## config.mk

```make
export PLATFORM = sky130hd
export DESIGN_NAME = line_buf_ctrl_flat
export DESIGN_NICKNAME = d
export VERILOG_FILES = /design/src/rtl/line_buf_ctrl_if.sv /design/src/rtl/line_buf_ctrl.sv /design/src/flat_wrapper.sv
export SDC_FILE = /design/constraint.sdc
export NUM_CORES = 1
export LEC_CHECK = 0
export CELL_PAD_IN_SITES_DETAIL_PLACEMENT = 1
export CELL_PAD_IN_SITES_GLOBAL_PLACEMENT = 2
export CORE_AREA = 10 10 167 169
export CTS_CLUSTER_SIZE = 25
export DETAILED_ROUTE_END_ITERATION = 6
export DIE_AREA = 0 0 177 179
export GPL_TIMING_DRIVEN = 0
export PLACE_DENSITY_LB_ADDON = 0.1
export REMOVE_ABC_BUFFERS = 1
export SYNTH_ARGS = -nofsm -noshare
export SYNTH_HDL_FRONTEND = slang
export SYNTH_SLANG_ARGS = --single-unit
```

## constraint.sdc

```tcl
create_clock -name clk -period 2.4 [get_ports clk]
set_clock_uncertainty 0.1 [all_clocks]
set_input_delay 0.6 -clock clk [delete_from_list [all_inputs] [get_ports clk]]
set_output_delay 0.6 -clock clk [all_outputs]
set_load 0.005 [all_outputs]
```

## src/rtl/line_buf_ctrl_if.sv

```systemverilog
// ---------------------------------------------------------------------------
// line_buf_ctrl_if
// Memory-side bus between line_buf_ctrl and its two MEM2048X24 line-buffer
// banks. Signal names follow the per-bank naming used by the memory macros.
//   master : controller side (drives cs/web/re/addresses/din, samples dout)
//   slave  : memory side (samples controls, drives dout one cycle after re)
// ---------------------------------------------------------------------------
interface line_buf_ctrl_if #(
  parameter int ADDR_W = 11
);
  logic              mem1_cs;
  logic              mem1_web;
  logic              mem1_re;
  logic [ADDR_W-1:0] mem1_w_addr;
  logic [ADDR_W-1:0] mem1_r_addr;
  logic [23:0]       mem1_din;
  logic [23:0]       mem1_dout;

  logic              mem2_cs;
  logic              mem2_web;
  logic              mem2_re;
  logic [ADDR_W-1:0] mem2_w_addr;
  logic [ADDR_W-1:0] mem2_r_addr;
  logic [23:0]       mem2_din;
  logic [23:0]       mem2_dout;

  modport master (
    output mem1_cs, mem1_web, mem1_re, mem1_w_addr, mem1_r_addr, mem1_din,
    output mem2_cs, mem2_web, mem2_re, mem2_w_addr, mem2_r_addr, mem2_din,
    input  mem1_dout, mem2_dout
  );

  modport slave (
    input  mem1_cs, mem1_web, mem1_re, mem1_w_addr, mem1_r_addr, mem1_din,
    input  mem2_cs, mem2_web, mem2_re, mem2_w_addr, mem2_r_addr, mem2_din,
    output mem1_dout, mem2_dout
  );
endinterface

```

## src/rtl/line_buf_ctrl.sv

```systemverilog
// ---------------------------------------------------------------------------
// line_buf_ctrl
// Ping-pong controller for the two line buffers feeding the unsharp-mask
// stage. Each accepted pixel is written to bank wr_sel while the same column
// of the previous line is read from the other bank; banks swap at end of line.
// Output is the current pixel delayed one cycle, aligned with the pixel
// directly above it, plus its x/y coordinates.
// Ports:
//   clk, rst        clock, synchronous active-high reset
//   en              block enable (0 = memories idle, FSM parked in IDLE)
//   vsync, den      frame start, data enable
//   pix_in          RGB888 current pixel
//   mem             line_buf_ctrl_if.master, both memory banks
//   pix_out/prev_out current pixel / previous-line pixel, same column
//   out_valid/prev_valid qualifiers for pix_out / prev_out
//   out_x, out_y    coordinates of pix_out
//   ovf             sticky overrun flag, cleared by vsync or rst
// ---------------------------------------------------------------------------
module line_buf_ctrl #(
  parameter int H_ACTIVE = 1920,
  parameter int V_ACTIVE = 1080,
  parameter int ADDR_W   = 11
) (
  input  logic                  clk,
  input  logic                  rst,
  input  logic                  en,
  input  logic                  vsync,
  input  logic                  den,
  input  logic [23:0]           pix_in,
  line_buf_ctrl_if.master       mem,
  output logic [23:0]           pix_out,
  output logic [23:0]           prev_out,
  output logic                  out_valid,
  output logic                  prev_valid,
  output logic [10:0]           out_x,
  output logic [10:0]           out_y,
  output logic                  ovf
);

  // One extra bit so x can sit at H_ACTIVE even when 2**ADDR_W == H_ACTIVE.
  localparam int XW = ADDR_W + 1;

  typedef enum logic [1:0] {IDLE, FILL, RUN} state_e;

  state_e        state_q, state_d;
  logic [XW-1:0] x_q, x_d;
  logic [10:0]   y_q, y_d;
  logic          wr_sel_q, wr_sel_d;     // bank being written: 0=mem1, 1=mem2
  logic          rd_bank_q, rd_bank_d;   // bank read for the pixel now on pix_out
  logic          den_dly_q, den_dly_d;
  logic          done_q, done_d;         // a full frame completed since last vsync
  logic          ovf_q, ovf_d;
  logic          out_valid_q, out_valid_d;
  logic          prev_valid_q, prev_valid_d;
  logic [23:0]   pix_out_q, pix_out_d;
  logic [10:0]   out_x_q, out_x_d;
  logic [10:0]   out_y_q, out_y_d;

  logic accept;
  logic rd_en;
  logic wr1, wr2, rd1, rd2;

  // NOTE: rst is folded into accept so memory controls are idle during reset
  // even though they are combinational and not held in flops.
  assign accept = !rst && en && den && !vsync && (state_q != IDLE) &&
                  (x_q < XW'(H_ACTIVE));
  assign rd_en  = accept && (state_q == RUN);
  assign wr1    = accept && !wr_sel_q;
  assign wr2    = accept &&  wr_sel_q;
  assign rd1    = rd_en  &&  wr_sel_q;
  assign rd2    = rd_en  && !wr_sel_q;

  // Memory controls are issued in the accept cycle so read data arrives
  // exactly when the registered pixel appears on pix_out.
  always_comb begin
    mem.mem1_cs     = wr1 || rd1;
    mem.mem1_web    = !wr1;
    mem.mem1_re     = rd1;
    mem.mem1_w_addr = wr1 ? x_q[ADDR_W-1:0] : '0;
    mem.mem1_r_addr = rd1 ? x_q[ADDR_W-1:0] : '0;
    mem.mem1_din    = wr1 ? pix_in : '0;
    mem.mem2_cs     = wr2 || rd2;
    mem.mem2_web    = !wr2;
    mem.mem2_re     = rd2;
    mem.mem2_w_addr = wr2 ? x_q[ADDR_W-1:0] : '0;
    mem.mem2_r_addr = rd2 ? x_q[ADDR_W-1:0] : '0;
    mem.mem2_din    = wr2 ? pix_in : '0;
  end

  always_comb begin
    // NOTE: every variable gets its hold value first, so no path infers a latch.
    state_d      = state_q;
    x_d          = x_q;
    y_d          = y_q;
    wr_sel_d     = wr_sel_q;
    rd_bank_d    = rd_bank_q;
    done_d       = done_q;
    ovf_d        = ovf_q;
    out_valid_d  = 1'b0;
    prev_valid_d = 1'b0;
    pix_out_d    = pix_out_q;
    out_x_d      = out_x_q;
    out_y_d      = out_y_q;
    // A vsync or disable discards any partial line, so no end of line follows.
    den_dly_d    = den && en && !vsync;

    if (!en) begin
      state_d = IDLE;
      done_d  = 1'b0;
    end else if (vsync) begin
      state_d  = FILL;
      x_d      = '0;
      y_d      = '0;
      wr_sel_d = 1'b0;
      ovf_d    = 1'b0;
      done_d   = 1'b0;
    end else begin
      if (accept) begin
        x_d          = x_q + XW'(1);
        out_valid_d  = 1'b1;
        prev_valid_d = (state_q == RUN);
        pix_out_d    = pix_in;
        out_x_d      = 11'(x_q);
        out_y_d      = y_q;
        rd_bank_d    = !wr_sel_q;
      end else if (den && (state_q != IDLE || done_q)) begin
        // Line longer than H_ACTIVE, or pixels after the frame ended.
        ovf_d = 1'b1;
      end

      if (state_q != IDLE && den_dly_q && !den) begin
        x_d = '0;
        y_d = y_q + 11'd1;
        if (y_q == 11'(V_ACTIVE - 1)) begin
          state_d = IDLE;
          done_d  = 1'b1;
        end else begin
          wr_sel_d = !wr_sel_q;
          if (state_q == FILL) state_d = RUN;
        end
      end
    end
  end

  // NOTE: sequential state uses non-blocking assignments only; the memory
  // arrays live outside this block and are never cleared by rst.
  always_ff @(posedge clk) begin
    if (rst) begin
      state_q      <= IDLE;
      x_q          <= '0;
      y_q          <= '0;
      wr_sel_q     <= 1'b0;
      rd_bank_q    <= 1'b0;
      den_dly_q    <= 1'b0;
      done_q       <= 1'b0;
      ovf_q        <= 1'b0;
      out_valid_q  <= 1'b0;
      prev_valid_q <= 1'b0;
      pix_out_q    <= '0;
      out_x_q      <= '0;
      out_y_q      <= '0;
    end else begin
      state_q      <= state_d;
      x_q          <= x_d;
      y_q          <= y_d;
      wr_sel_q     <= wr_sel_d;
      rd_bank_q    <= rd_bank_d;
      den_dly_q    <= den_dly_d;
      done_q       <= done_d;
      ovf_q        <= ovf_d;
      out_valid_q  <= out_valid_d;
      prev_valid_q <= prev_valid_d;
      pix_out_q    <= pix_out_d;
      out_x_q      <= out_x_d;
      out_y_q      <= out_y_d;
    end
  end

  assign pix_out    = pix_out_q;
  assign out_valid  = out_valid_q;
  assign prev_valid = prev_valid_q;
  assign out_x      = out_x_q;
  assign out_y      = out_y_q;
  assign ovf        = ovf_q;
  assign prev_out   = !prev_valid_q ? 24'd0 :
                      (rd_bank_q ? mem.mem2_dout : mem.mem1_dout);

endmodule

```

## src/flat_wrapper.sv

```systemverilog
// flat-port wrapper written by rule: the top's interface ports become plain ports
module line_buf_ctrl_flat 
#(
  parameter int H_ACTIVE = 1920,
  parameter int V_ACTIVE = 1080,
  parameter int ADDR_W   = 11
)
  (clk, rst, en, vsync, den, pix_in, pix_out, prev_out, out_valid, prev_valid, out_x, out_y, ovf, mem_mem1_cs, mem_mem1_web, mem_mem1_re, mem_mem1_w_addr, mem_mem1_r_addr, mem_mem1_din, mem_mem2_cs, mem_mem2_web, mem_mem2_re, mem_mem2_w_addr, mem_mem2_r_addr, mem_mem2_din, mem_mem1_dout, mem_mem2_dout);
  line_buf_ctrl_if #(.ADDR_W(ADDR_W)) mem_i ();
  input  logic clk;
  input  logic rst;
  input  logic en;
  input  logic vsync;
  input  logic den;
  input  logic [23:0] pix_in;
  output logic [23:0] pix_out;
  output logic [23:0] prev_out;
  output logic out_valid;
  output logic prev_valid;
  output logic [10:0] out_x;
  output logic [10:0] out_y;
  output logic ovf;
  output wire logic [$bits(mem_i.mem1_cs)-1:0] mem_mem1_cs;
  output wire logic [$bits(mem_i.mem1_web)-1:0] mem_mem1_web;
  output wire logic [$bits(mem_i.mem1_re)-1:0] mem_mem1_re;
  output wire logic [$bits(mem_i.mem1_w_addr)-1:0] mem_mem1_w_addr;
  output wire logic [$bits(mem_i.mem1_r_addr)-1:0] mem_mem1_r_addr;
  output wire logic [$bits(mem_i.mem1_din)-1:0] mem_mem1_din;
  output wire logic [$bits(mem_i.mem2_cs)-1:0] mem_mem2_cs;
  output wire logic [$bits(mem_i.mem2_web)-1:0] mem_mem2_web;
  output wire logic [$bits(mem_i.mem2_re)-1:0] mem_mem2_re;
  output wire logic [$bits(mem_i.mem2_w_addr)-1:0] mem_mem2_w_addr;
  output wire logic [$bits(mem_i.mem2_r_addr)-1:0] mem_mem2_r_addr;
  output wire logic [$bits(mem_i.mem2_din)-1:0] mem_mem2_din;
  input wire logic [$bits(mem_i.mem1_dout)-1:0] mem_mem1_dout;
  input wire logic [$bits(mem_i.mem2_dout)-1:0] mem_mem2_dout;
  assign mem_mem1_cs = mem_i.mem1_cs;
  assign mem_mem1_web = mem_i.mem1_web;
  assign mem_mem1_re = mem_i.mem1_re;
  assign mem_mem1_w_addr = mem_i.mem1_w_addr;
  assign mem_mem1_r_addr = mem_i.mem1_r_addr;
  assign mem_mem1_din = mem_i.mem1_din;
  assign mem_mem2_cs = mem_i.mem2_cs;
  assign mem_mem2_web = mem_i.mem2_web;
  assign mem_mem2_re = mem_i.mem2_re;
  assign mem_mem2_w_addr = mem_i.mem2_w_addr;
  assign mem_mem2_r_addr = mem_i.mem2_r_addr;
  assign mem_mem2_din = mem_i.mem2_din;
  assign mem_i.mem1_dout = mem_mem1_dout;
  assign mem_i.mem2_dout = mem_mem2_dout;
  line_buf_ctrl #(.H_ACTIVE(H_ACTIVE), .V_ACTIVE(V_ACTIVE), .ADDR_W(ADDR_W)) u_core (.clk(clk), .rst(rst), .en(en), .vsync(vsync), .den(den), .pix_in(pix_in), .mem(mem_i), .pix_out(pix_out), .prev_out(prev_out), .out_valid(out_valid), .prev_valid(prev_valid), .out_x(out_x), .out_y(out_y), .ovf(ovf));
endmodule
```

# --- Yosys cells after proc, flatten, opt, wreduce, memory -nomap -nowiden ---
# Cells that the tools add are included.
word_totals:
  register_bits: 78
  input_bits: 77
  out_inout_bits: 171
  wordCells: 90
classes:
  addsub: 2
  n_lt_le_gt_ge: 1
  eq_ne: 5
  muxes: 24
  bitwise_logic: 3
  reduce_logical: 41
ops:
  columns: ["cell", "count"]
  rows:
  - ["24-bit 2-to-1 mux", 4]
  - ["11-bit 2-to-1 mux", 6]
  - ["12-bit 2-to-1 mux", 3]
  - ["1-bit logical AND", 15]
  - ["12-bit by 1-bit adder with 12-bit output, second input constant", 1]
  - ["12-bit by 11-bit < comparator with 1-bit output, second input constant", 1]
  - ["11-bit by 1-bit adder with 11-bit output, second input constant", 1]
  - ["11-bit == test, second input constant", 1]
  - ["2-bit AND reduction", 5]
  - ["1-bit 2-to-1 mux", 9]
  - ["3-bit AND reduction", 3]
  - ["2-bit nonzero test", 4]
  - ["1-bit logical NOT", 6]
  - ["3-bit nonzero test", 2]
  - ["2-bit 2-to-1 mux", 2]
  - ["2-bit inequality test, second input constant", 2]
  - ["4-bit OR reduction", 1]
  - ["1-bit logical OR", 3]
  - ["1-bit inverter", 3]
  - ["3-bit OR reduction", 1]
  - ["2-bit by 1-bit == test with 1-bit output, second input constant", 1]
  - ["2-bit == test, second input constant", 1]
  - ["2-bit OR reduction", 1]

# --- Depth between registers and ports, before layout ---
depth:
  ltp_word: 9
  ltp_mapped: 8
  depth_no_buf: 6

# --- Least setup slack after synthesis ---
# Ideal clock, no wire load.
synth_path:
  kind: "input to output"
  from: "input port vsync"
  to: "output port mem_mem1_din[12]"
  t_arrival_ns: 1.798
  path_slack_ns: -0.098
  cell_stages: 7
  n_path_buf: 3
  cell_sequence: "buf_6 and4bb_4 nand3_4 clkinv_2 buf_2 clkbuf_1 and3_1"
synth_via:
  elab_chain_cells: 6
synth_rtl:
  columns: ["element", "line", "text"]
  rows:
  - ["start, declared", "flat_wrapper.sv:13", "input logic vsync;"]
  - ["1-bit logical NOT", "line_buf_ctrl.sv:65", "assign accept = !rst && en && den && !vsync && (state_q != IDLE) &&"]
  - ["1-bit logical AND (3 in series)", "line_buf_ctrl.sv:65", null]
  - ["1-bit logical AND", "line_buf_ctrl.sv:68", "assign wr1 = accept && !wr_sel_q;"]
  - ["24-bit 2-to-1 mux", "line_buf_ctrl.sv:81", "mem.mem1_din = wr1 ? pix_in : '0;"]
  - ["end, declared", "flat_wrapper.sv:28", "output wire logic [$bits(mem_i.mem1_din)-1:0] mem_mem1_din;"]
# Every way passes these cells.

# --- Worst setup path after layout ---
layout_path:
  from: "input port vsync"
  to: "output port mem_mem1_r_addr[3]"
layout_via:
  elab_chain_cells: 7
layout_rtl:
  columns: ["element", "line", "text"]
  rows:
  - ["1-bit logical NOT", "line_buf_ctrl.sv:65", null]
  - ["1-bit logical AND (3 in series)", "line_buf_ctrl.sv:65", null]
  - ["1-bit logical AND", "line_buf_ctrl.sv:67", "assign rd_en = accept && (state_q == RUN);"]
  - ["1-bit logical AND", "line_buf_ctrl.sv:70", "assign rd1 = rd_en && wr_sel_q;"]
  - ["11-bit 2-to-1 mux", "line_buf_ctrl.sv:80", "mem.mem1_r_addr = rd1 ? x_q[ADDR_W-1:0] : '0;"]
  - ["end, declared", "flat_wrapper.sv:27", "output wire logic [$bits(mem_i.mem1_r_addr)-1:0] mem_mem1_r_addr;"]
# Every way passes these cells.

==> results.toml <==
[status]
outcome = "finished, violations left"
violated_checks = "setup timing"

[logic_synthesis]
yosys.area_share.adder_pct = 0.612
library_cells_used_by_synthesis = 40
synth_top_family_by_area = "simple AND/OR/NAND/NOR gates"
post_synth_xor_area_fraction_pct = 3.21
dominant_register_cell_in_the_synthesized_netlist = "sky130_fd_sc_hd__dfxtp_1"
number_of_flip_flops_and_latches_in_the_synthesized_netlist = 78
synth_mux_area_share_pct = 6.12
post_synth_simple_gate_area_pct = 37.1
synth_common_cells = "sky130_fd_sc_hd__nand2_1, sky130_fd_sc_hd__dfxtp_1, sky130_fd_sc_hd__and3_1, sky130_fd_sc_hd__a21oi_1, sky130_fd_sc_hd__nor2_1"
netlist_area_mm2 = 0.00409
post-synth-top-area-cell = "sky130_fd_sc_hd__dfxtp_1"
syn-mean-instance-area_um2 = 7.68
synth_async_sr_flop_share_pct = 0
synth.top_cell.area_share_pct = 38.2
synth.top_cells.by_area = "sky130_fd_sc_hd__dfxtp_1, sky130_fd_sc_hd__and3_1, sky130_fd_sc_hd__nand2_1"
number_of_enable_type_register_cells_in_the_synthesized_netlist = 0
synthesis.yosys.warnings = 0
proportion_of_synthesized_chip_area_in_sequential_cells_pct = 38.2
post-synth-top-count-cell = "sky130_fd_sc_hd__nand2_1"
syn_inst = 533
synth-compound-area-share_pct = 9.36

[route]
vias = 4931
routedWlPerCell_um = 22.6
drcViolationCount = 0
drt_iter0_markers = 138
antenna_violating_nets_left = 0
avgViaCountPerCell = 4.30
dr.pass1.iters = 4
detail_route.wirelength_mm = 25.9

[global_routing]
globalRoute.totalOverflow = 0
groute.usage.overall_pct = 16.0
antenna_found_initial = 1
grt_first_pass_wirelength_mm = 37.4
first_global_vias = 5265
grt_start_max_net_pins = 35

[final_layout]
antenna_cells_inserted = 0
multi_input_area_mm2 = 0.00270
postLayoutCoreUtil_pct = 34.3
fraction_of_layout_instances_using_a_drive_strength_above_1_pct = 34.1
flow.area_growth_from_synthesis_pct = 107
fin_nets = 891
sequential_cell_area_mm2 = 0.00159
fillCellCount = 2807

[timing]
setup-violations-final = 88
timing_max_transition_violations_final = 0
fmax_ghz = 0.381
finalCritPeriodShare_pct = 109
hold_viol = 0
holdWs_ns = 0.356
final_period_minus_worst_setup_slack_ns = 2.63
rsz_0062_raised_after_global_routing = "true"
maxSlewHeadroom_pct = 51.2
worstMarginPinSlew_ns = 0.731
timing.final.ws_setup_ns = -0.227

[clock_network]
cts_root_buffer = "sky130_fd_sc_hd__clkbuf_16"
htree_num_levels = 3
clkTransAtPathRegs_ns = 0.06
cts.hold.buffers_added = 0
cts-buffers-inserted = 9
cts_tree = "done"
clock_latency_ns = 0.35
cts.path.max_buffers = 2
clock_sink_count = 78

[setup_path]
worst-path-max-fanout = 4
crit_path_cell_chain = "buf_12, and4bb_4, nand4b_1, buf_6, nor2_4, buf_12, buf_8, and2_1, buf_6"
critPathKind = "in2out"
worst_ep_required_ns = 1.70
crit_buf_inv = 5
critical_path.startpoint_type = "input port"
critPathArrivalTime_ns = 1.93
crit_path_max_incr_delay_ns = 0.36
crit_path_end_kind = "primary output"
worst_path_dominant_cell_family = "simple AND/OR/NAND/NOR gates"
slowest_stage = "sky130_fd_sc_hd__and4bb_4"

[pwr]
irDropWorstVdd_uv = 416
p_total_uw = 3310
leakage_power_summed_over_all_cells_uw = 0.00339
power_per_cell_area_mw_per_mm2 = 390

[hold_path]
worst_hold_path_type = "reg2reg"

[flow_run]
max_cap_violations = 0

[die]
pin_count = 248
fp.dieW_um = 177
die-height_um = 179
floorplan.die_area_mm2 = 0.0317
core.rowCount = 58
core_area_mm2 = 0.0247
initial_core_util_pct = 16.5

[place]
globalplace.congestion = 0.698
port_buffers = 247
dp_hpwl_mm = 15.3
metrics by stage:
| stage | area (um^2) | std cells | setup WS [ns] | setup TNS [ns] |
|---|---|---|---|---|
| 4_1_cts | 7970 | 1146 | -0.240 | -13.71 |
| 5_1_grt | 8480 | 1147 | -0.268 | -17.44 |
| 3_5_place_dp | 6790 | 1063 | -2.47 | -316.86 |
| 2_1_floorplan | 3890 | 485 | -0.749 | -62.19 |
| 6_report | 8480 | 1147 | -0.227 | -13.67 |
| 3_3_place_gp | 6770 | 1062 | -4.84 | -694.57 |
logic make-up after synthesis:
group | after synthesis
compound gates | 69
mux | 25
fa+ha+maj | 2
simple gates | 291
xor+xnor | 15
flops | 78
buf+inv | 53
tightest hold or removal path, cell delays in order (launching register included):
cell and delay (ns):
sky130_fd_sc_hd__dfxtp_1 0.31, sky130_fd_sc_hd__nand2_1 0.05, sky130_fd_sc_hd__a21oi_1 0.05
flip-flops by register name (all words and copies together) (netlist names):
| register | flops |
|---|---|
| u_core.y_q | 11 |
| u_core.rd_bank_q | 1 |
| u_core.out_y | 11 |
| u_core.x_q | 12 |
| u_core.wr_sel_q | 1 |
| u_core.done_q | 1 |
| u_core.ovf | 1 |
| u_core.out_x | 11 |
| u_core.out_valid | 1 |
| u_core.state_q | 2 |
| u_core.prev_valid | 1 |
| u_core.pix_out | 24 |
| u_core.den_dly_q | 1 |
layout make-up:
class | instances | share of cell area (%)
clock buffers | 9 | 2.66
clock inverters | 7 | 1.51
inverters | 5 | 0.576
multi-input cells | 404 | 31.8
flip-flops and latches | 78 | 18.7
well taps | 330 | 4.87
repair buffers | 303 | 37.1
repair inverters | 11 | 2.70
power by group:
part	leakage [uW]	switching, uW	internal (uW)
clock network	0.000173	633	1030
registers	0.000635	6.73	1290
logic	0.00259	155	185
path summary, 6_finish.rpt:
kind	cells after the start	start	endpoint	slack [ns]
worst max-delay path	9	vsync	mem_mem1_r_addr[3]	-0.23
worst min-delay path	2	u_core.pix_out[18]$_SDFFE_PP0P_	u_core.pix_out[18]$_SDFFE_PP0P_	0.36
worst max register to register	9	u_core.x_q[9]$_SDFFE_PP0P_	u_core.x_q[9]$_SDFFE_PP0P_	0.26
worst min register to register	2	u_core.pix_out[18]$_SDFFE_PP0P_	u_core.pix_out[18]$_SDFFE_PP0P_	0.36
timing repair:
item / in CTS / in global routing
endpoints found under the setup margin: 183 / 98
pin swaps: 23 / 4
cloned: 14 / 0
buffers inserted: 53 / 4
gates resized for setup: 558 / 104
cells in the final DEF (no fill, tap or decap), types with 6 or more instances in the layout:
master	count
sky130_fd_sc_hd__clkdlybuf4s50_1	121
sky130_fd_sc_hd__nand2_1	96
sky130_fd_sc_hd__buf_6	89
sky130_fd_sc_hd__dfxtp_1	69
sky130_fd_sc_hd__a21oi_1	54
sky130_fd_sc_hd__and3_4	50
sky130_fd_sc_hd__nor2_1	33
sky130_fd_sc_hd__nor2b_1	26
sky130_fd_sc_hd__buf_4	26
sky130_fd_sc_hd__mux2i_1	25
sky130_fd_sc_hd__dlygate4sd2_1	24
sky130_fd_sc_hd__buf_2	23
sky130_fd_sc_hd__and3_1	22
sky130_fd_sc_hd__and2_4	19
sky130_fd_sc_hd__buf_12	14
sky130_fd_sc_hd__xnor2_1	11
sky130_fd_sc_hd__clkbuf_16	9
sky130_fd_sc_hd__nand3_1	7
sky130_fd_sc_hd__dfxtp_4	6
routing by layer:
metal / vias to the layer above / GRT usage, % / share of wire (%) / routed length (um)
met2: 144 / 28.3 / 51 / 13100
met3: 16 / 4.11 / 4.7 / 1220
met5: - / 0 / 0.042 / 11
li1: 2359 / - / - / -
met4: 2 / 2.52 / 0.89 / 232
met1: 2410 / 19.5 / 44 / 11400
Note: power is estimated with default switching activity, not from simulation.
